File: src/rtl/z_run_pkg.sv
// Shared types and default widths for the z-run logger.
package z_run_pkg;

    localparam int LEN_W_DEF  = 8;
    localparam int DEPTH_DEF  = 4;
    localparam int DROP_W_DEF = 8;

    typedef enum logic {
        IDLE = 1'b0,
        RUN  = 1'b1
    } state_t;

    typedef struct packed {
        logic [LEN_W_DEF-1:0] len;
        logic                 sat;
    } z_run_rec_t;

endpackage

File: src/rtl/z_run_fifo.sv
// Show-ahead FIFO whose head is held in a register, so the output keeps its
// last value after the final pop instead of exposing a stale memory slot.
module z_run_fifo #(
    parameter int WIDTH = 9,
    parameter int DEPTH = 4
) (
    input  logic                   clk,
    input  logic                   reset,
    input  logic                   push,
    input  logic [WIDTH-1:0]       push_data,
    input  logic                   pop,
    output logic [WIDTH-1:0]       head,
    output logic                   full,
    output logic                   empty,
    output logic [$clog2(DEPTH):0] count
);

    localparam int AW = $clog2(DEPTH);

    logic [WIDTH-1:0] mem [DEPTH];
    logic [AW-1:0]    rd_ptr;
    logic [AW-1:0]    wr_ptr;
    logic             do_pop;
    logic             do_push;

    assign full    = (count == (AW+1)'(DEPTH));
    assign empty   = (count == '0);
    assign do_pop  = pop && !empty;
    // A pop frees the slot in the same cycle, so a push into a full FIFO is still accepted.
    assign do_push = push && (!full || do_pop);

    always_ff @(posedge clk) begin
        if (do_push) begin
            mem[wr_ptr] <= push_data;
        end
    end

    always_ff @(posedge clk or posedge reset) begin
        if (reset) begin
            rd_ptr <= '0;
            wr_ptr <= '0;
            count  <= '0;
            head   <= '0;
        end else begin
            if (do_push) begin
                wr_ptr <= wr_ptr + AW'(1);
            end
            if (do_pop) begin
                rd_ptr <= rd_ptr + AW'(1);
            end
            if (do_push && !do_pop) begin
                count <= count + (AW+1)'(1);
            end else if (do_pop && !do_push) begin
                count <= count - (AW+1)'(1);
            end
            // The next head comes from memory if one is already stored, otherwise from the incoming push.
            if (do_pop && (count > (AW+1)'(1))) begin
                head <= mem[rd_ptr + AW'(1)];
            end else if (do_push && (empty || do_pop)) begin
                head <= push_data;
            end
        end
    end

endmodule

File: src/rtl/z_run_logger.sv
// Measures each contiguous run of z=1 and queues {length, saturated} records,
// counting records that arrive while the queue is full.
module z_run_logger
    import z_run_pkg::*;
#(
    parameter int LEN_W  = LEN_W_DEF,
    parameter int DEPTH  = DEPTH_DEF,
    parameter int DROP_W = DROP_W_DEF
) (
    input  logic              clk,
    input  logic              reset,
    input  logic              z,
    output logic              in_run,
    output logic              out_valid,
    input  logic              out_ready,
    output logic [LEN_W-1:0]  out_len,
    output logic              out_sat,
    output logic [DROP_W-1:0] drop_cnt
);

    typedef struct packed {
        logic [LEN_W-1:0] len;
        logic             sat;
    } rec_t;

    localparam logic [LEN_W-1:0]  LEN_MAX  = '1;
    localparam logic [DROP_W-1:0] DROP_MAX = '1;

    state_t              state;
    state_t              next_state;
    logic [LEN_W-1:0]    run_cnt;
    logic [LEN_W-1:0]    next_cnt;
    logic                sat_r;
    logic                next_sat;
    logic                rec_done;
    rec_t                new_rec;
    rec_t                head_rec;
    logic                fifo_full;
    logic                fifo_empty;
    logic [$clog2(DEPTH):0] fifo_count;
    logic                pop;

    always_comb begin
        next_state = state;
        next_cnt   = run_cnt;
        next_sat   = sat_r;
        rec_done   = 1'b0;
        case (state)
            IDLE: begin
                if (z) begin
                    next_state = RUN;
                    next_cnt   = LEN_W'(1);
                    next_sat   = 1'b0;
                end
            end
            RUN: begin
                if (z) begin
                    if (run_cnt != LEN_MAX) begin
                        next_cnt = run_cnt + LEN_W'(1);
                    end else begin
                        next_sat = 1'b1;
                    end
                end else begin
                    rec_done   = 1'b1;
                    next_state = IDLE;
                end
            end
            default: next_state = IDLE;
        endcase
    end

    always_ff @(posedge clk or posedge reset) begin
        if (reset) begin
            state    <= IDLE;
            run_cnt  <= '0;
            sat_r    <= 1'b0;
            drop_cnt <= '0;
        end else begin
            state   <= next_state;
            run_cnt <= next_cnt;
            sat_r   <= next_sat;
            if (rec_done && fifo_full && !pop && (drop_cnt != DROP_MAX)) begin
                drop_cnt <= drop_cnt + DROP_W'(1);
            end
        end
    end

    assign new_rec   = '{len: run_cnt, sat: sat_r};
    assign pop       = out_ready && !fifo_empty;
    assign in_run    = (state == RUN);
    assign out_valid = (fifo_count != '0);
    assign out_len   = head_rec.len;
    assign out_sat   = head_rec.sat;

    z_run_fifo #(
        .WIDTH(LEN_W + 1),
        .DEPTH(DEPTH)
    ) u_fifo (
        .clk      (clk),
        .reset    (reset),
        .push     (rec_done),
        .push_data(new_rec),
        .pop      (pop),
        .head     (head_rec),
        .full     (fifo_full),
        .empty    (fifo_empty),
        .count    (fifo_count)
    );

endmodule
File: config.mk
export PLATFORM = sky130hd
export DESIGN_NAME = z_run_logger
export DESIGN_NICKNAME = d
export VERILOG_FILES = /design/src/rtl/z_run_pkg.sv /design/src/rtl/z_run_fifo.sv /design/src/rtl/z_run_logger.sv
export SDC_FILE = /design/constraint.sdc
export NUM_CORES = 1
export LEC_CHECK = 0
export ABC_AREA = 1
export CORE_ASPECT_RATIO = 1.25
export CORE_MARGIN = 4
export CORE_UTILIZATION = 55
export CTS_BUF_LIST = sky130_fd_sc_hd__clkbuf_8
export DETAILED_ROUTE_END_ITERATION = 10
export PLACE_DENSITY = 0.74
export SLEW_MARGIN = 20
export SYNTH_ARGS = -nofsm -noshare
export SYNTH_HDL_FRONTEND = slang
export SYNTH_SLANG_ARGS = --single-unit
File: constraint.sdc
create_clock -name clk -period 3.6 [get_ports clk]
set_clock_uncertainty 0.1 [all_clocks]
set_input_delay 0.72 -clock clk [delete_from_list [all_inputs] [get_ports clk]]
set_output_delay 0.72 -clock clk [all_outputs]
set_load 0.01 [all_outputs]
# Word level (Yosys, flattened, before mapping)
# Memories as Yosys holds them, arrays and structs flattened.
# Index checks and enable logic that the tools add are counted.
dict set report classes {
  n_shift 0
  n_addsub 6
  n_lt_le_gt_ge 1
  muxes 17
  n_bitwise 1
  reduce_logical 23
  eq_ne 7
  mul 0
  div_mod_pow 0
}
# operator n
set ops {}
lappend ops {{two-way mux 8 bit} 3}
lappend ops {{two-way mux 9 bit} 2}
lappend ops {{adder 8 x 1 -> 8 bit (second input constant)} 2}
lappend ops {{!= test 8 bit (second input constant)} 2}
lappend ops {{case mux 8 bit (2 select lines)} 1}
lappend ops {{logical AND 1 bit} 10}
lappend ops {{two-way mux 1 bit} 8}
lappend ops {{two-way mux 3 bit} 2}
lappend ops {{!= test 2 bit (second input constant)} 3}
lappend ops {{AND reduction 3 bit} 2}
lappend ops {{zero test 1 bit} 5}
lappend ops {{adder 2 x 1 -> 2 bit (second input constant)} 2}
lappend ops {{nonzero test 2 bit} 2}
lappend ops {{adder 3 x 1 -> 3 bit (second input constant)} 1}
lappend ops {{== test 3 bit (second input constant)} 1}
lappend ops {{greater-than comparator 3 x 1 -> 1 bit (second input constant)} 1}
lappend ops {{zero test 3 bit} 1}
lappend ops {{nonzero test 3 bit} 1}
lappend ops {{subtractor 3 x 1 -> 3 bit (second input constant)} 1}
lappend ops {{logical OR 1 bit} 2}
lappend ops {{!= test 2 x 1 -> 1 bit (second input constant)} 1}
lappend ops {{case mux 1 bit (2 select lines)} 1}
lappend ops {{NOT 1 bit} 1}
dict set report word_totals {
  latchBits 0
  output_inout_bits 19
  n_memories 1
  word_cells 64
  rom_bits 0
  ff_bits 34
  ramBits 36
  input_bits 4
}
# name words width read_ports rd_ports_with_merged_regs write_ports line
set memory_table {}
lappend memory_table {u_fifo.mem 4 9 1 0 1 z_run_fifo.sv:20} ;# logic [WIDTH-1:0] mem [DEPTH];

# Depth between registers and ports, before layout
# Gate-level depths: netlist of run 1.
dict set report depth {
  word_depth 10
  depth_mapped 11
  mapped_depth_nobuf 11
}

# Hierarchy
# A second synthesis of run 1 with hierarchy kept.
dict set report hier_totals {
  cells_unflattened 388
  hier_area_um2 3425.8
}
# mod seq_area_each_um2 cells_per_inst area_per_inst_um2 instances
set by_module_without_submodules {}
lappend by_module_without_submodules {z_run_fifo 1481.4 244 2382.3 1}
lappend by_module_without_submodules {z_run_logger 450.4 144 1043.5 1}

# Least setup slack after synthesis of run 1
# OpenSTA, ideal clock, no wires.
dict set report synth_path {
  path_type {input to register}
  start {in out_ready}
  end {reg u_fifo.count[2]}
  setup_ns 0.118
  n_path_buf 0
  required_ns 3.382
  t_arrival_ns 1.754
  stages 9
  slack_ns 1.628
  cell_sequence {inv_1 > nand3_1 > nand2_2 > inv_1 > ha_1 > nor2_1 > o21ai_0 > xor2_1 > inv_1}
}
dict set report synth_between {
  elab_chain_cells 7
  word_cells_on_any_way 10
  classes_between {mux (1); reduce/logical (9)}
}
# item line
set synth_rtl {}
lappend synth_rtl {{start, declared} z_run_logger.sv:15} ;# input logic out_ready,
lappend synth_rtl {{logical AND 1 bit (*)} z_run_logger.sv:89} ;# assign pop = out_ready && !fifo_empty;
lappend synth_rtl {{logical AND 1 bit (*)} z_run_fifo.sv:28} ;# assign do_pop = pop && !empty;
lappend synth_rtl {{logical OR 1 bit (*)} z_run_fifo.sv:30} ;# assign do_push = push && (!full || do_pop);
lappend synth_rtl {{logical AND 1 bit (*)} z_run_fifo.sv:30}
lappend synth_rtl {{net u_fifo.do_push} z_run_fifo.sv:24} ;# logic do_push;
lappend synth_rtl {{zero test 1 bit} z_run_fifo.sv:53} ;# end else if (do_pop && !do_push) begin
lappend synth_rtl {{logical AND 1 bit} z_run_fifo.sv:53}
lappend synth_rtl {{nonzero test 2 bit (no line)} --}
lappend synth_rtl {{end signal, assigned} z_run_fifo.sv:52} ;# count <= count + (AW+1)'(1);
lappend synth_rtl {{end signal, assigned} z_run_fifo.sv:54} ;# count <= count - (AW+1)'(1);
lappend synth_rtl {{end, declared} z_run_fifo.sv:15} ;# output logic [$clog2(DEPTH):0] count
# The timed path passes the listed nets; every way through them passes the cells marked *.
# A chain may end at the register's enable or synchronous reset.

# Worst setup path in the final report of run 1
dict set report layout_path {
  start {reg u_fifo.count[0]}
  end {out out_valid}
}
dict set report layout_between {
  elab_chain_cells 1
}
# item line
set layout_rtl {}
lappend layout_rtl {{nonzero test 3 bit} z_run_logger.sv:91} ;# assign out_valid = (fifo_count != '0);
lappend layout_rtl {{end, declared} z_run_logger.sv:14} ;# output logic out_valid,
# No other way between the ends.

==> impl_metrics.py, run 1 <==
metrics = {
    "timing": {
        "fin_hold_ws_ns": 0.423,
        "report.final.slew_viol_count": 0,
        "relSlewSlack_pct": 53.0,
        "period_share_pct": 72.3,
        "rsz0062_at_grt": "no",
        "finalSetupViolations": 0,
        "fin_crit_ns": 2.60,
        "tightest_slew_ns": 0.702,
        "hold_violations": 0,
        "finalSetupTns_ns": 0,
        "fmax_mhz": 384,
    },
    "setup_path": {
        "ff2ff_setup_slack_ns": 1.36,
        "slowest_delay_ns": 0.53,
        "cp.required_ns": 2.78,
        "crit_buf_inv": 2,
        "worst_path_dominant_cell_family": "buffers and inverters",
        "crit_path_end_kind": "output port",
        "critPathMaxFanout": 5,
        "worstPathArrival_ns": 1.78,
        "critPathKind": "reg2out",
        "cpMaxStageDelayCell": "clkdlybuf4s50_1",
        "startpoint_type": "flop",
        "crit_chain": "inv_1 > ha_1 > nand2_4 > clkdlybuf4s50_1",
    },
    "die": {
        "start_util_pct": 56.2,
        "die_y_um": 96.8,
        "std_cell_rows": 32,
        "boundaryPins": 23,
        "dieWidth_um": 79.0,
        "core_area_um2": 6170,
        "die_area_um2": 7650,
    },
    "drt": {
        "via_per_inst": 5.07,
        "routed_wl_um": 6690,
        "firstDrtPassIters": 5,
        "vias": 2373,
        "post_drt_wl_per_cell_um": 14.3,
        "final_antenna_net_count": 0,
        "drc": 0,
        "drt_iter0_drc": 96,
    },
    "synth": {
        "synthTopCellsByCount": "111 x nand2_1, 36 x edfxtp_1, 34 x dfrtp_1",
        "synth_fp_nets": 364,
        "yosysTopAreaCellShare_pct": 31.2,
        "syn_inst": 349,
        "synth.cell_area_um2": 3470,
        "yosys_warnings": 0,
        "yosysTopAreaCell": "edfxtp_1",
        "synth-seq-cells": 70,
        "yosysMostFrequentCell": "nand2_1",
        "synth_edf_count": 36,
        "synthDistinctLibCells": 33,
        "seq_area_frac_synth_pct": 55.7,
        "synth_async_sr_flop_share_pct": 48.6,
        "synth_ff_type": "edfxtp_1",
        "syn_avg_cell_area_um2": 9.94,
        "synthTopCellsByArea": "edfxtp_1 31%, dfrtp_1 25%, nand2_1 12%, nand3_2 5.5%, ha_1 4.0%",
    },
    "global_routing": {
        "grt.overflow.total": 0,
        "grt_max_degree": 19,
        "grt_pass1_wl_um": 11600,
        "first_global_vias": 2463,
        "gr-usage-all-layers_pct": 19.6,
        "antenna_found_initial": 0,
    },
    "finish": {
        "final_cell_area_um2": 3930,
        "drive_above_1_share_pct": 15.1,
        "diodes": 0,
        "multi_input_area_um2": 1330,
        "fillers": 550,
        "finalNetCount": 393,
        "regArea_um2": 1930,
        "syn_to_final_growth_pct": 13.3,
    },
    "place": {
        "dpl_cell_area_um2": 3750,
        "gp_congestion": 0.984,
        "place_hpwl_um": 4930,
        "io_buffers": 22,
    },
    "clock_network": {
        "cts_buffer_depth": 2,
        "htreeDepth": 3,
        "clk_pin_slew_ns": 0.07,
        "cts_tree": "yes",
        "cts.root.buffer_cell": "clkbuf_8",
        "cts_setup_buffers": 0,
        "cts-resized-gates": 0,
        "hold_buffers": 0,
        "cts_num_sinks": 70,
        "cts_buffers": 9,
        "insertion_delay_ns": 0.33,
    },
    "pwr": {
        "leakagePower_nw": 1.79,
        "power_density_nw_per_um2": 658,
        "ir_drop_mv": 0.278,
    },
    "outcome": {
        "status": "finished, final reports clean",
    },
    "job": {
        "max_cap_viol_count": 0,
    },
    "hold_path": {
        "min_path_type": "reg2reg",
    },
}
kinds of logic after synthesis:
| logic type | synth area share [%] |
|---|---|
| adder cells (fa/ha/maj) | 3.97 |
| AND/OR/NAND/NOR | 27.8 |
| buffers and inverters | 5.88 |
| flip-flops | 55.7 |
| AO/OA/AOI/OAI | 4.15 |
| XOR/XNOR | 2.53 |
cell usage in the layout, fill, tap and decap left out, types with 2 or more instances in the layout:
cell type          n
clkbuf_8           9
xor2_1             7
nand3_2           19
edfxtp_1          36
nand3b_1           2
nand2_1          111
inv_1             30
a21oi_1            4
inv_2              6
xnor2_1            3
clkdlybuf4s50_1   22
o21ai_0           12
nand3_1           25
nor2_2             2
ha_1              11
o21ai_1            3
nand2_4            6
dfrtp_1           34
nor2_1            20
clkinv_2           4
inv_4              2
nand2_2            3
layout make-up:
| type | count | area share (%) |
|---|---|---|
| Clock buffer | 9 | 3.15 |
| Inverter | 37 | 3.79 |
| Clock inverter | 7 | 1.46 |
| Multi-Input combinational cell | 237 | 33.9 |
| Timing Repair Buffer | 23 | 5.80 |
| Sequential cell | 70 | 49.2 |
| Tap cell | 85 | 2.71 |
power breakdown:
part           switching (mW)  internal, mW
sequential              0.133         0.993
clock                   0.274         0.310
combinational           0.525         0.350
total                   0.932          1.65
final timing paths:
| check | startpoint | to | depth (start not counted) |
|---|---|---|---|
| max reg2reg | u_fifo.count[0] | u_fifo.count[2] | 10 |
| max | u_fifo.count[0] | out_valid | 4 |
| min in group asynchronous | reset | u_fifo.count[2] | 2 |
| min | u_fifo.head[2] | u_fifo.head[2] | 2 |
| max in group asynchronous | reset | run_cnt[7] | 3 |
| min reg2reg | u_fifo.head[2] | u_fifo.head[2] | 2 |
stage by stage:
stage / instances / worst slack, ns / power (mW) / util [%]
floorplan: 349 / 1.63 / 1.78 / -
global placement: 452 / 0.808 / 1.99 / 60.8
detailed placement: 452 / 0.761 / 2.02 / 60.8
CTS: 468 / 0.970 / 2.60 / 63.7
global route: 468 / 0.880 / 2.76 / 63.7
finish: 468 / 0.996 / 2.59 / 63.7
worst register-to-register path, delay by kind of cell (launching register included):
kind / cells / cell delay [ns]
flops: 1 / 0.46
fa+ha+maj: 2 / 0.58
xor+xnor: 1 / 0.15
buf+inv: 3 / 0.26
compound gates: 1 / 0.10
simple gates: 3 / 0.48
per-layer routing:
layer	vias up	routed length (µm)	global-route usage [%]
li1	1193	-	-
met1	1111	2920	23.0
met2	57	3390	32.5
met3	12	238	4.66
met4	0	145	11.0
met5	-	0	0
sequential cells by signal, summed over array words and instances, names as in the netlist:
signal         cells
u_fifo.count       3
run_cnt            8
sat_r              1
u_fifo.rd_ptr      2
u_fifo.wr_ptr      2
in_run             1
u_fifo.mem        36
drop_cnt           8
u_fifo.head        9
Power figures use the tool's default switching activity.
==> run 2: changes to the inputs <==
--- a/config.mk
+++ b/config.mk
@@ -11,7 +11,7 @@
 export CORE_UTILIZATION = 55
 export CTS_BUF_LIST = sky130_fd_sc_hd__clkbuf_8
 export DETAILED_ROUTE_END_ITERATION = 10
-export PLACE_DENSITY = 0.74
+export PLACE_DENSITY = 0.77
 export SLEW_MARGIN = 20
 export SYNTH_ARGS = -nofsm -noshare
 export SYNTH_HDL_FRONTEND = slang
==> constraint.sdc (replaced) <==
create_clock -name clk -period 2.2 [get_ports clk]
set_clock_uncertainty 0.1 [all_clocks]
set_input_delay 0.44 -clock clk [delete_from_list [all_inputs] [get_ports clk]]
set_output_delay 0.44 -clock clk [all_outputs]
set_load 0.01 [all_outputs]
==> impl_metrics.py, run 2 (synthesized netlist as in run 1, its figures left out) <==
metrics = {
    "outcome": {
        "status": "finished, final reports clean",
    },
    "drt": {
        "dr_wl_met3_um": 204,
        "vias": 2398,
        "final_antenna_net_count": 0,
        "firstDrtPassIters": 5,
        "drc": 0,
        "dr.max_layer_used": "met4",
        "via_per_inst": 4.98,
        "route.met2.wl_um": 3290,
        "drt_iter0_drc": 105,
        "wl_met1_um": 2690,
        "routed_wl_um": 6250,
        "post_drt_wl_per_cell_um": 13.0,
    },
    "setup_path": {
        "crit_buf_inv": 1,
        "slowest_delay_ns": 0.60,
        "cpMaxStageDelayCell": "clkdlybuf4s50_1",
        "cp.required_ns": 1.66,
        "worst_path_dominant_cell_family": "buffers and inverters",
        "critPathMaxFanout": 9,
        "crit_path_end_kind": "output port",
        "worstPathArrival_ns": 1.45,
        "crit_chain": "clkdlybuf4s50_1",
        "critPathKind": "reg2out",
        "startpoint_type": "flop",
    },
    "pwr": {
        "power_density_nw_per_um2": 1080,
        "p_int_mw": 2.88,
        "ir_drop_mv": 0.542,
        "pwr-share-comb_pct": 33.7,
        "switching_power_mw": 1.52,
        "power_frac_clock_pct": 25.1,
        "switching_share_pct": 34.5,
        "p_seq_share_pct": 41.3,
        "leakagePower_nw": 1.87,
    },
    "finish": {
        "layout.cells.most_common": "nand2_1",
        "finalNetCount": 407,
        "final_cell_mix": "111 x nand2_1, 36 x edfxtp_1, 33 x dfrtp_1",
        "syn_to_final_growth_pct": 17.4,
        "top_register": "u_fifo.mem",
        "largest_reg_flops": 36,
        "drive_above_1_share_pct": 18.6,
        "diodes": 0,
        "top_regs": "u_fifo.mem x36, u_fifo.head x9",
        "final_cells": 482,
    },
    "timing": {
        "finalSetupViolations": 0,
        "fin_crit_ns": 1.99,
        "setup_ws_ns": 0.212,
        "finalSetupTns_ns": 0,
        "period_share_pct": 90.4,
        "tightest_slew_ns": 0.444,
        "rsz0062_at_grt": "no",
        "fmax_mhz": 503,
        "hold_violations": 0,
        "relSlewSlack_pct": 70.4,
        "report.final.slew_viol_count": 0,
    },
    "clock_network": {
        "clk_pin_slew_ns": 0.08,
        "cts_num_sinks": 70,
        "cts_buffers": 9,
        "insertion_delay_ns": 0.33,
        "htreeDepth": 3,
        "cts_buffer_depth": 2,
        "cts_tree": "yes",
        "hold_buffers": 0,
        "cts.root.buffer_cell": "clkbuf_8",
    },
    "die": {
        "dieWidth_um": 79.0,
        "start_util_pct": 56.2,
        "core_area_um2": 6170,
        "std_cell_rows": 32,
        "die_area_um2": 7650,
        "die_y_um": 96.8,
        "boundaryPins": 23,
    },
    "global_routing": {
        "gr-usage-all-layers_pct": 17.8,
        "grt_pass1_wl_um": 10900,
        "grt.overflow.total": 0,
        "antenna_found_initial": 0,
        "grt_max_degree": 35,
        "first_global_vias": 2414,
    },
    "place": {
        "place_hpwl_um": 4470,
        "gp_congestion": 0.805,
        "place_inst": 464,
        "preCtsSetupSlack_ns": 0.00257,
        "io_buffers": 22,
    },
    "hold_path": {
        "min_path_type": "in2async",
    },
    "job": {
        "max_cap_viol_count": 0,
    },
}
[run 2: changes by cell type in the layout (fill, tap and decap cells not counted), sizes merged]
cell,change
dlymetal6s2s,+1
clkdlybuf4s50,-1
clkinvlp,+1
inv,-1
clkinv,-1
buf,+14
bufinv,+1
[run 2: final timing paths]
path	cells after the start	start	slack (ns)	end
min reg2reg	2	u_fifo.head[4]	0.43	u_fifo.head[4]
max	1	in_run	0.21	in_run
min	3	reset	0.41	u_fifo.count[1]
max reg2reg	10	u_fifo.count[1]	0.27	u_fifo.count[2]
min in group clk	2	u_fifo.head[4]	0.43	u_fifo.head[4]
max in group asynchronous	3	reset	1.26	u_fifo.count[0]
[run 2: stage by stage]
step	hold slack, ns	instance area, µm²	total power [mW]	util [%]
3_5_place_dp	0.408	3840	3.30	62.2
6_report	0.407	4070	4.40	66.0
3_3_place_gp	0.401	3840	3.25	62.2
5_1_grt	0.452	4070	4.71	66.0
4_1_cts	0.418	4070	4.44	66.0
2_1_floorplan	0.371	3470	2.91	-
[run 2: cell type report]
class	instances	area (µm²)
clock buffers	9	124
clock inverters	7	90.1
fillers	488	2100
inverters	37	149
multi-input cells	237	1330
flip-flops and latches	70	1930
well taps	85	106
repair buffers	37	335
[run 2: power groups by stage]
| stage | clock (mW) | combinational (mW) | sequential (mW) |
|---|---|---|---|
| global route | 1.18 | 1.68 | 1.85 |
| floorplan | 0 | 1.06 | 1.84 |
| finish | 1.10 | 1.48 | 1.81 |
| global placement | 0 | 1.40 | 1.84 |
| CTS | 1.12 | 1.50 | 1.82 |
| detailed placement | 0 | 1.44 | 1.86 |
[run 2: routing by layer]
layer | vias up | global-route usage [%]
met4 | 0 | 6.61
met2 | 39 | 30.9
met1 | 1132 | 21.8
met3 | 5 | 3.45
li1 | 1222 | -
met5 | - | 0
[run 2: repair_timing]
action	CTS	global route
buffers inserted	2	0
setup endpoints to repair	1	1
gates resized for setup	1	1
[run 2: worst reg2reg max path: stages, from the launching register on]
cell	delay (ns)
dfrtp_1	0.39
inv_1	0.10
ha_1	0.22
nand3_1	0.13
nand2_2	0.09
inv_1	0.05
ha_1	0.34
nor2_1	0.11
o21ai_0	0.10
xor2_1	0.14
inv_1	0.05
